--- src/rtl/m68k_bus_arbiter.sv ---
// 68000 bus ownership arbiter: local Pi engine vs. external masters via BR/BG/BGACK.
// Define ARB_TIMEOUT_EN to abandon a grant that never sees BGACK within TIMEOUT_CYC c7m cycles.
module m68k_bus_arbiter #(
    parameter int BR_QUAL     = 2,
    parameter int TIMEOUT_CYC = 16
) (
    input  logic PI_CLK,
    input  logic RST_n,
    input  logic c7m_rise,
    input  logic c7m_fall,
    input  logic M68K_BR_n,
    input  logic M68K_BGACK_n,
    input  logic M68K_AS_n,
    input  logic local_req,
    input  logic local_done,
    output logic local_gnt,
    output logic M68K_BG_n,
    output logic bus_drive_en,
    output logic ext_owner,
    output logic arb_timeout
);

    if (BR_QUAL < 1 || BR_QUAL > 4 || TIMEOUT_CYC < 2 || TIMEOUT_CYC > 31) begin : g_param_check
        $error("m68k_bus_arbiter: BR_QUAL or TIMEOUT_CYC out of range");
    end

    typedef enum logic [2:0] {
        S_IDLE,
        S_LOCAL,
        S_GRANT,
        S_EXT,
        S_RELEASE
    } state_t;

    localparam logic [2:0] LP_QUAL = 3'(BR_QUAL);

    state_t     r_state;
    state_t     w_next;
    logic [1:0] r_br_sync;
    logic [1:0] r_bgack_sync;
    logic [2:0] r_br_cnt;
    logic       r_bg_n;
    logic       r_local_gnt;
    logic       r_drive_en;
    logic       r_ext_owner;
    logic       r_local_first;
    logic       w_br_s;
    logic       w_bgack_s;
    logic       w_br_q;
    logic       w_bg_n;
    logic       w_local_first;

    assign w_br_s    = r_br_sync[1];
    assign w_bgack_s = r_bgack_sync[1];
    assign w_br_q    = (r_br_cnt == LP_QUAL);

`ifdef ARB_TIMEOUT_EN
    localparam logic [4:0] LP_TO_LAST = 5'(TIMEOUT_CYC - 1);
    logic [4:0] r_to_cnt;
    logic [4:0] w_to_cnt;
    logic       r_timeout;
    logic       w_to_set;
`endif

    always_comb begin
        w_next        = r_state;
        w_bg_n        = r_bg_n;
        w_local_first = r_local_first;
`ifdef ARB_TIMEOUT_EN
        w_to_cnt      = r_to_cnt;
        w_to_set      = 1'b0;
`endif
        case (r_state)
            S_IDLE: begin
                w_bg_n = 1'b1;
                // An external request beats a same-cycle local request unless the
                // local side was promised the next slot.
                if (w_br_q && !r_local_first)
                    w_next = S_GRANT;
                else if (local_req && c7m_rise)
                    w_next = S_LOCAL;
            end
            S_LOCAL: begin
                if (local_done) begin
                    w_next        = S_IDLE;
                    w_local_first = 1'b0;
                end
            end
            S_GRANT: begin
                if (c7m_fall) begin
                    if (r_bg_n) begin
                        if (w_br_q) begin
                            w_bg_n = 1'b0;
`ifdef ARB_TIMEOUT_EN
                            w_to_cnt = 5'd0;
`endif
                        end else begin
                            w_next = S_IDLE;
                        end
                    end else if (!w_bgack_s && M68K_AS_n) begin
                        // AS still low means the previous owner's cycle is in flight.
                        w_next = S_EXT;
                        w_bg_n = 1'b1;
                    end else if (!w_br_q) begin
                        w_next = S_IDLE;
                        w_bg_n = 1'b1;
                    end
`ifdef ARB_TIMEOUT_EN
                    else if (r_to_cnt == LP_TO_LAST) begin
                        w_next        = S_IDLE;
                        w_bg_n        = 1'b1;
                        w_to_set      = 1'b1;
                        w_local_first = 1'b1;
                    end else begin
                        w_to_cnt = r_to_cnt + 5'd1;
                    end
`endif
                end
            end
            S_EXT: begin
                w_bg_n = 1'b1;
                if (c7m_fall && w_bgack_s)
                    w_next = S_RELEASE;
            end
            S_RELEASE: begin
                if (c7m_fall) begin
                    w_next = S_IDLE;
                    if (local_req)
                        w_local_first = 1'b1;
                end
            end
            default: begin
                w_next = S_IDLE;
                w_bg_n = 1'b1;
            end
        endcase
    end

    always_ff @(posedge PI_CLK or negedge RST_n) begin
        if (!RST_n) begin
            r_state       <= S_IDLE;
            r_br_sync     <= 2'b11;
            r_bgack_sync  <= 2'b11;
            r_br_cnt      <= 3'd0;
            r_bg_n        <= 1'b1;
            r_local_gnt   <= 1'b0;
            r_drive_en    <= 1'b1;
            r_ext_owner   <= 1'b0;
            r_local_first <= 1'b0;
        end else begin
            r_br_sync    <= {r_br_sync[0], M68K_BR_n};
            r_bgack_sync <= {r_bgack_sync[0], M68K_BGACK_n};
            if (c7m_fall) begin
                if (w_br_s)
                    r_br_cnt <= 3'd0;
                else if (r_br_cnt != LP_QUAL)
                    r_br_cnt <= r_br_cnt + 3'd1;
            end
            r_state       <= w_next;
            r_bg_n        <= w_bg_n;
            r_local_first <= w_local_first;
            r_local_gnt   <= (w_next == S_LOCAL);
            r_ext_owner   <= (w_next == S_EXT);
            // Stay off the bus for one extra PI_CLK after RELEASE ends.
            r_drive_en    <= !((w_next == S_EXT) || (w_next == S_RELEASE) || (r_state == S_RELEASE));
        end
    end

`ifdef ARB_TIMEOUT_EN
    always_ff @(posedge PI_CLK or negedge RST_n) begin
        if (!RST_n) begin
            r_to_cnt  <= 5'd0;
            r_timeout <= 1'b0;
        end else begin
            r_to_cnt <= w_to_cnt;
            if (w_to_set)
                r_timeout <= 1'b1;
            else if (local_done)
                r_timeout <= 1'b0;
        end
    end

    assign arb_timeout = r_timeout;
`else
    assign arb_timeout = 1'b0;
`endif

    assign local_gnt    = r_local_gnt;
    assign M68K_BG_n    = r_bg_n;
    assign bus_drive_en = r_drive_en;
    assign ext_owner    = r_ext_owner;

endmodule

--- config.mk ---
export PLATFORM = sky130hd
export DESIGN_NAME = m68k_bus_arbiter
export DESIGN_NICKNAME = d
export VERILOG_FILES = /design/src/rtl/m68k_bus_arbiter.sv
export SDC_FILE = /design/constraint.sdc
export NUM_CORES = 1
export LEC_CHECK = 0
export ABC_AREA = 1
export CAP_MARGIN = 20
export CELL_PAD_IN_SITES_DETAIL_PLACEMENT = 1
export CELL_PAD_IN_SITES_GLOBAL_PLACEMENT = 2
export CORE_ASPECT_RATIO = 1.1
export CORE_MARGIN = 1
export CORE_UTILIZATION = 29
export DETAILED_ROUTE_END_ITERATION = 6
export MAX_ROUTING_LAYER = met4
export PLACE_DENSITY = 0.8
export SYNTH_ARGS = -nofsm -noshare
export SYNTH_HDL_FRONTEND = slang
export SYNTH_SLANG_ARGS = --single-unit
--- constraint.sdc ---
create_clock -name PI_CLK -period 1.7 [get_ports PI_CLK]
set_input_delay 0.255 -clock PI_CLK [delete_from_list [all_inputs] [get_ports PI_CLK]]
set_output_delay 0.255 -clock PI_CLK [all_outputs]
set_load 0.02 [all_outputs]
-- After elaboration in Yosys (flattened, before gate mapping)
Index checks and enable logic that the tools add are counted.
- mux-type cells: 21
- add/subtract/negate cells: 1
- bitwise operators: 1
- reduce and logical (&&, ||, !) cells: 16
- eq/ne operators: 13
- operators by type and width (operator ; count):
    $mux W3 ; 11
    $pmux W3 S5 ; 1
    $eq A3 B2 Y1 const B ; 4
    $ne A2 B2 Y1 const B ; 4
    $mux W1 ; 7
    $eq A3 B1 Y1 const B ; 2
    $eq A3 B3 Y1 const B ; 2
    $logic_and A1 B1 Y1 ; 4
    $pmux W1 S2 ; 2
    $reduce_and A2 Y1 ; 2
    $reduce_and A4 Y1 ; 1
    $reduce_bool A2 Y1 ; 2
    $add A3 B1 Y3 const B ; 1
    $logic_not A1 Y1 ; 3
    $logic_not A3 Y1 ; 1
    $ne A3 B2 Y1 const B ; 1
    $logic_or A1 B1 Y1 ; 2
    $reduce_or A2 Y1 ; 1
    $not A1 Y1 ; 1
- output and inout port bits: 5
- input port bits: 9
- register bits: 15
- logic and storage cells: 61

-- Longest topological paths before layout
- word-level depth: 10
- mapped depth: 8
- depth with buffers taken out: 8

-- Worst setup path before layout
Ideal clock, no wire load.
- path kind: register -> register
- start point: reg r_br_cnt[0]
- end point: reg r_local_gnt (netlist: local_gnt)
- cell stages (with the launch flop): 9
- data required time: 1.637 ns
- arrival: 1.186 ns
- setup slack: 0.451 ns
- library setup time: 0.063 ns
- cell sequence: dfrtp_1 > inv_1 > ha_1 > a21oi_4 > nand2_2 > nand2_2 > nand3_4 > nand2b_1 > inv_1
- longest elaborated chain between the ends: 7
- elaborated cells between the ends (all ways): 9
- RTL lines (what ; line ; source):
    from (decl) ; 41 ; logic [2:0] r_br_cnt;
    from (signal assigned) ; 157 ; r_br_cnt <= r_br_cnt + 3'd1;
    $eq A3 B2 Y1 * ; 55 ; assign w_br_q = (r_br_cnt == LP_QUAL);
    $mux W3 ; 92, 104 ;
    $mux W3 ; 100 ; end else if (!w_bgack_s && M68K_AS_n) begin
    $mux W3 ; 91 ; if (r_bg_n) begin
    $mux W3 ; 90 ; if (c7m_fall) begin
    $pmux W3 S5 * ; 73 ; case (r_state)
    net w_next[1] ; 38 ; state_t w_next;
    $eq A3 B1 Y1 * ; 162 ; r_local_gnt <= (w_next == S_LOCAL);
    to (signal assigned) ; 162 ;
    to (decl) ; 43 ; logic r_local_gnt;
The timed path passes the listed nets; every way through them passes the cells marked *.
A chain may end at the register's enable or synchronous reset.

-- Final worst setup path
- start point: reg r_bg_n (netlist: M68K_BG_n)
- end point: out M68K_BG_n
- RTL lines (what ; line ; source):
    from (decl) ; 42 ; logic r_bg_n;
    from (signal assigned) ; 160 ; r_bg_n <= w_bg_n;
    to (decl) ; 17 ; output logic M68K_BG_n,
No word-level cell between the ends.

==> flow_summary.ini <==
[critical_path]
cp-end-kind = primary output
reg2reg_slack_ns = 0.30
cp_data_arrival_time_ns = 1.40
critPathMaxStageDelay_ns = 0.60
crit_slowest_cell = clkdlybuf4s50_1
timing.rr.start = r_br_cnt[0]$_DFFE_PN0P_
crit_chain = clkdlybuf4s50_1
start_kind = register
cp_num_buf_inv = 1
crit_type = reg -> out
rr_endpoint = local_gnt$_DFF_PN0_
crit_family = buffers and inverters
path_max_fanout = 2
worst_r2r_path_depth = 8
crit_required_ns = 1.44

[die]
rows = 18
io_pins = 14
core_area_sq_mm = 0.002342
start_util_pct = 31.73
die_area_sq_mm = 0.002770
die_w_um = 50.27
fp.dieH_um = 55.10

[detailed_routing]
first_pass_iters = 3
viasPerCell = 4.415
drtIter0Drc = 2
drc = 0
dr_total_vias = 574
drt_wl_total_um = 1548
wire_per_inst_um = 11.91
antenna_left = 0

[layout]
area_growth_pct = 24.75
final_layout_size_suffix_gt1_share_pct = 17.00
fin_nets = 112
nFillCells = 295
num_antenna_cells = 0
fin_area_sq_um = 927.1
finalCoreUtilization_pct = 39.58

[yosys]
yosys-top-cells-area = dfrtp_1 (30%), dfstp_2 (21%), nand2_1 (8.1%)
synth_cells = 84
synthXorXnorAreaFrac_pct = 0
avgSynthCellArea_sq_um = 8.848
synthAdderAreaFrac_pct = 3.367
synth_nets = 95
yosysSeqAreaShare_pct = 51.52
synth.top_cell.area_share_pct = 30.30
synth_top_cell_by_area = dfrtp_1
synth_top_family_by_area = simple AND/OR/NAND/NOR gates
synth-compound-area-share_pct = 10.44
yosys.area_share.simple_pct = 25.08
ys_seq_elements = 15
yosysWarningCount = 0
synth_area_sq_um = 743.2
synth_cell_types = 23
synth.area.mux_share_pct = 0

[power]
leakage_nw = 0.4643
p_sw_share_pct = 37.93
power_frac_comb_pct = 41.0
clkPwrFrac_pct = 16.1
p_per_area_mw_per_mm2 = 1307
p_sw_w = 0.0004598
peakVddDrop_v = 0.0007304
seqPwrFrac_pct = 42.9
p_int_w = 0.0007525

[clock_network]
clock_path_buffers = 2
cts_buffers = 3
insertion_delay_ns = 0.27
cts_htree_levels = 1
cts_resized = 0
ctsHoldBuffers = 0
clockRootBuffer = clkbuf_4
clk_pin_slew_ns = 0.08
numClockSinks = 15
post_cts_buffers = 0
cts_tree = built

[sta]
finalCriticalPeriod_ns = 1.658
finalSetupTns_ns = 0
setup_ws_ns = 0.04243
drv_slew = 0
rsz0062_at_grt = false
setup_viol = 0
fmax_mhz = 603.3
finalClockSkew_ns = 0.002097
hold_violations = 0
period_share_pct = 97.50
holdWs_ns = 0.2861

[global_route]
grt_pass1_wl_um = 2704
grt_overflow = 0
antenna_found_initial = 0
grt_pass1_vias = 593
grt_max_degree = 16
grtUsageTotal_pct = 13.84

[job]
cap_violations = 0

[place]
routabilityCongestion = 0.7204
io_buffer_count = 12
placed_area_sq_um = 900.9
place_ws_ns = 0.1019
dp_hpwl_um = 1203

[status]
outcome = complete, no violations

[worst_hold_path]
hp-class = in -> async
synth_stat cells:
master and count:
a21oi_1 4, buf_4 1, nand3_4 1, nand2b_1 1, inv_2 1, inv_1 15, nand2_1 16, dfrtp_1 9
a21boi_0 1, nand2_2 2, ha_1 2, o31ai_1 1, o21ai_0 4, dfstp_2 6, nand3_1 7, nand4_1 1
nor2_1 6, conb_1 1, o22ai_1 1, a21oi_4 1, nor3_1 1, nand3_2 1, nor2_4 1
through the flow:
step / instances / total power [W]
CTS: 130 / 0.001234
finish: 130 / 0.001212
floorplan: 84 / 0.0008535
global route: 130 / 0.001325
detailed placement: 126 / 0.001024
global placement: 126 / 0.001010
worst reg2reg max path, delay by kind of cell, from the launching register on:
kind	cells	cell delay, ns
buf+inv	2	0.13
flops	1	0.40
fa+ha+maj	1	0.24
simple gates	5	0.53
power by group through the flow:
stage	sequential, W	clock, W	combinational (W)
floorplan	0.000562	0	0.000292
global placement	0.000525	0	0.000485
detailed placement	0.000529	0	0.000495
CTS	0.000522	0.000208	0.000504
global route	0.000537	0.000221	0.000567
finish	0.000520	0.000196	0.000497
kinds of logic after synthesis:
kind of cell    after synthesis
simple gates                 37
compound gates               12
buf+inv                      17
other cells                   1
fa+ha+maj                     2
flops                        15
worst max-delay path by stage:
stage / depth (start not counted) / slack (ns) / to / start
after floorplan: 8 / 0.45 / local_gnt$_DFF_PN0_ / r_br_cnt[0]$_DFFE_PN0P_
after global placement: 8 / 0.14 / local_gnt$_DFF_PN0_ / c7m_fall
after detailed placement: 8 / 0.10 / local_gnt$_DFF_PN0_ / c7m_fall
after CTS: 1 / 0.02 / M68K_BG_n / M68K_BG_n$_DFFE_PN1P_
after global routing: 1 / 0.006 / M68K_BG_n / M68K_BG_n$_DFFE_PN1P_
final: 1 / 0.04 / M68K_BG_n / M68K_BG_n$_DFFE_PN1P_
registers in the layout, summed over array words and instances (netlist names):
signal and flops:
ext_owner 1, r_br_cnt 3, r_local_first 1, bus_drive_en 1
r_bgack_sync 2, local_gnt 1, r_br_sync 2, r_state 3
M68K_BG_n 1
metal layers:
| layer | GRT usage [%] | vias to the layer above | part of all wire [%] |
|---|---|---|---|
| met1 | 18.04 | 267 | 48 |
| met5 | - | - | 0 |
| met3 | 1.639 | 2 | 3.3 |
| met2 | 22.00 | 11 | 48 |
| li1 | - | 294 | - |
| met4 | 5.714 | 0 | 0.97 |
placed cells by master, fill, tap and decap left out:
master and count:
nor2_4 1, dfrtp_1 9, a21oi_4 1, nand3_2 1, nand2b_1 1, nand4_1 1
dfstp_2 6, clkbuf_4 3, conb_1 1, clkdlybuf4s50_1 12, ha_1 2, o31ai_1 1
a21boi_0 1, clkbuf_1 1, o21ai_0 4, a21oi_1 4, nor2_1 6, buf_4 1
o22ai_1 1, nand2_2 2, nor3_1 1, nand3_1 7, inv_1 15, nand3_4 1
nand2_1 16, inv_2 1
final cells by class:
| type | count | area (sq um) | area share [%] |
|---|---|---|---|
| clock buffers | 4 | 26.28 | 2.834 |
| multi-input cells | 52 | 292.8 | 31.58 |
| inverters | 16 | 60.06 | 6.478 |
| well taps | 30 | 37.54 | 4.049 |
| repair buffers | 13 | 127.6 | 13.77 |
| flip-flops and latches | 15 | 382.9 | 41.30 |
Power figures use the tool's default switching activity.
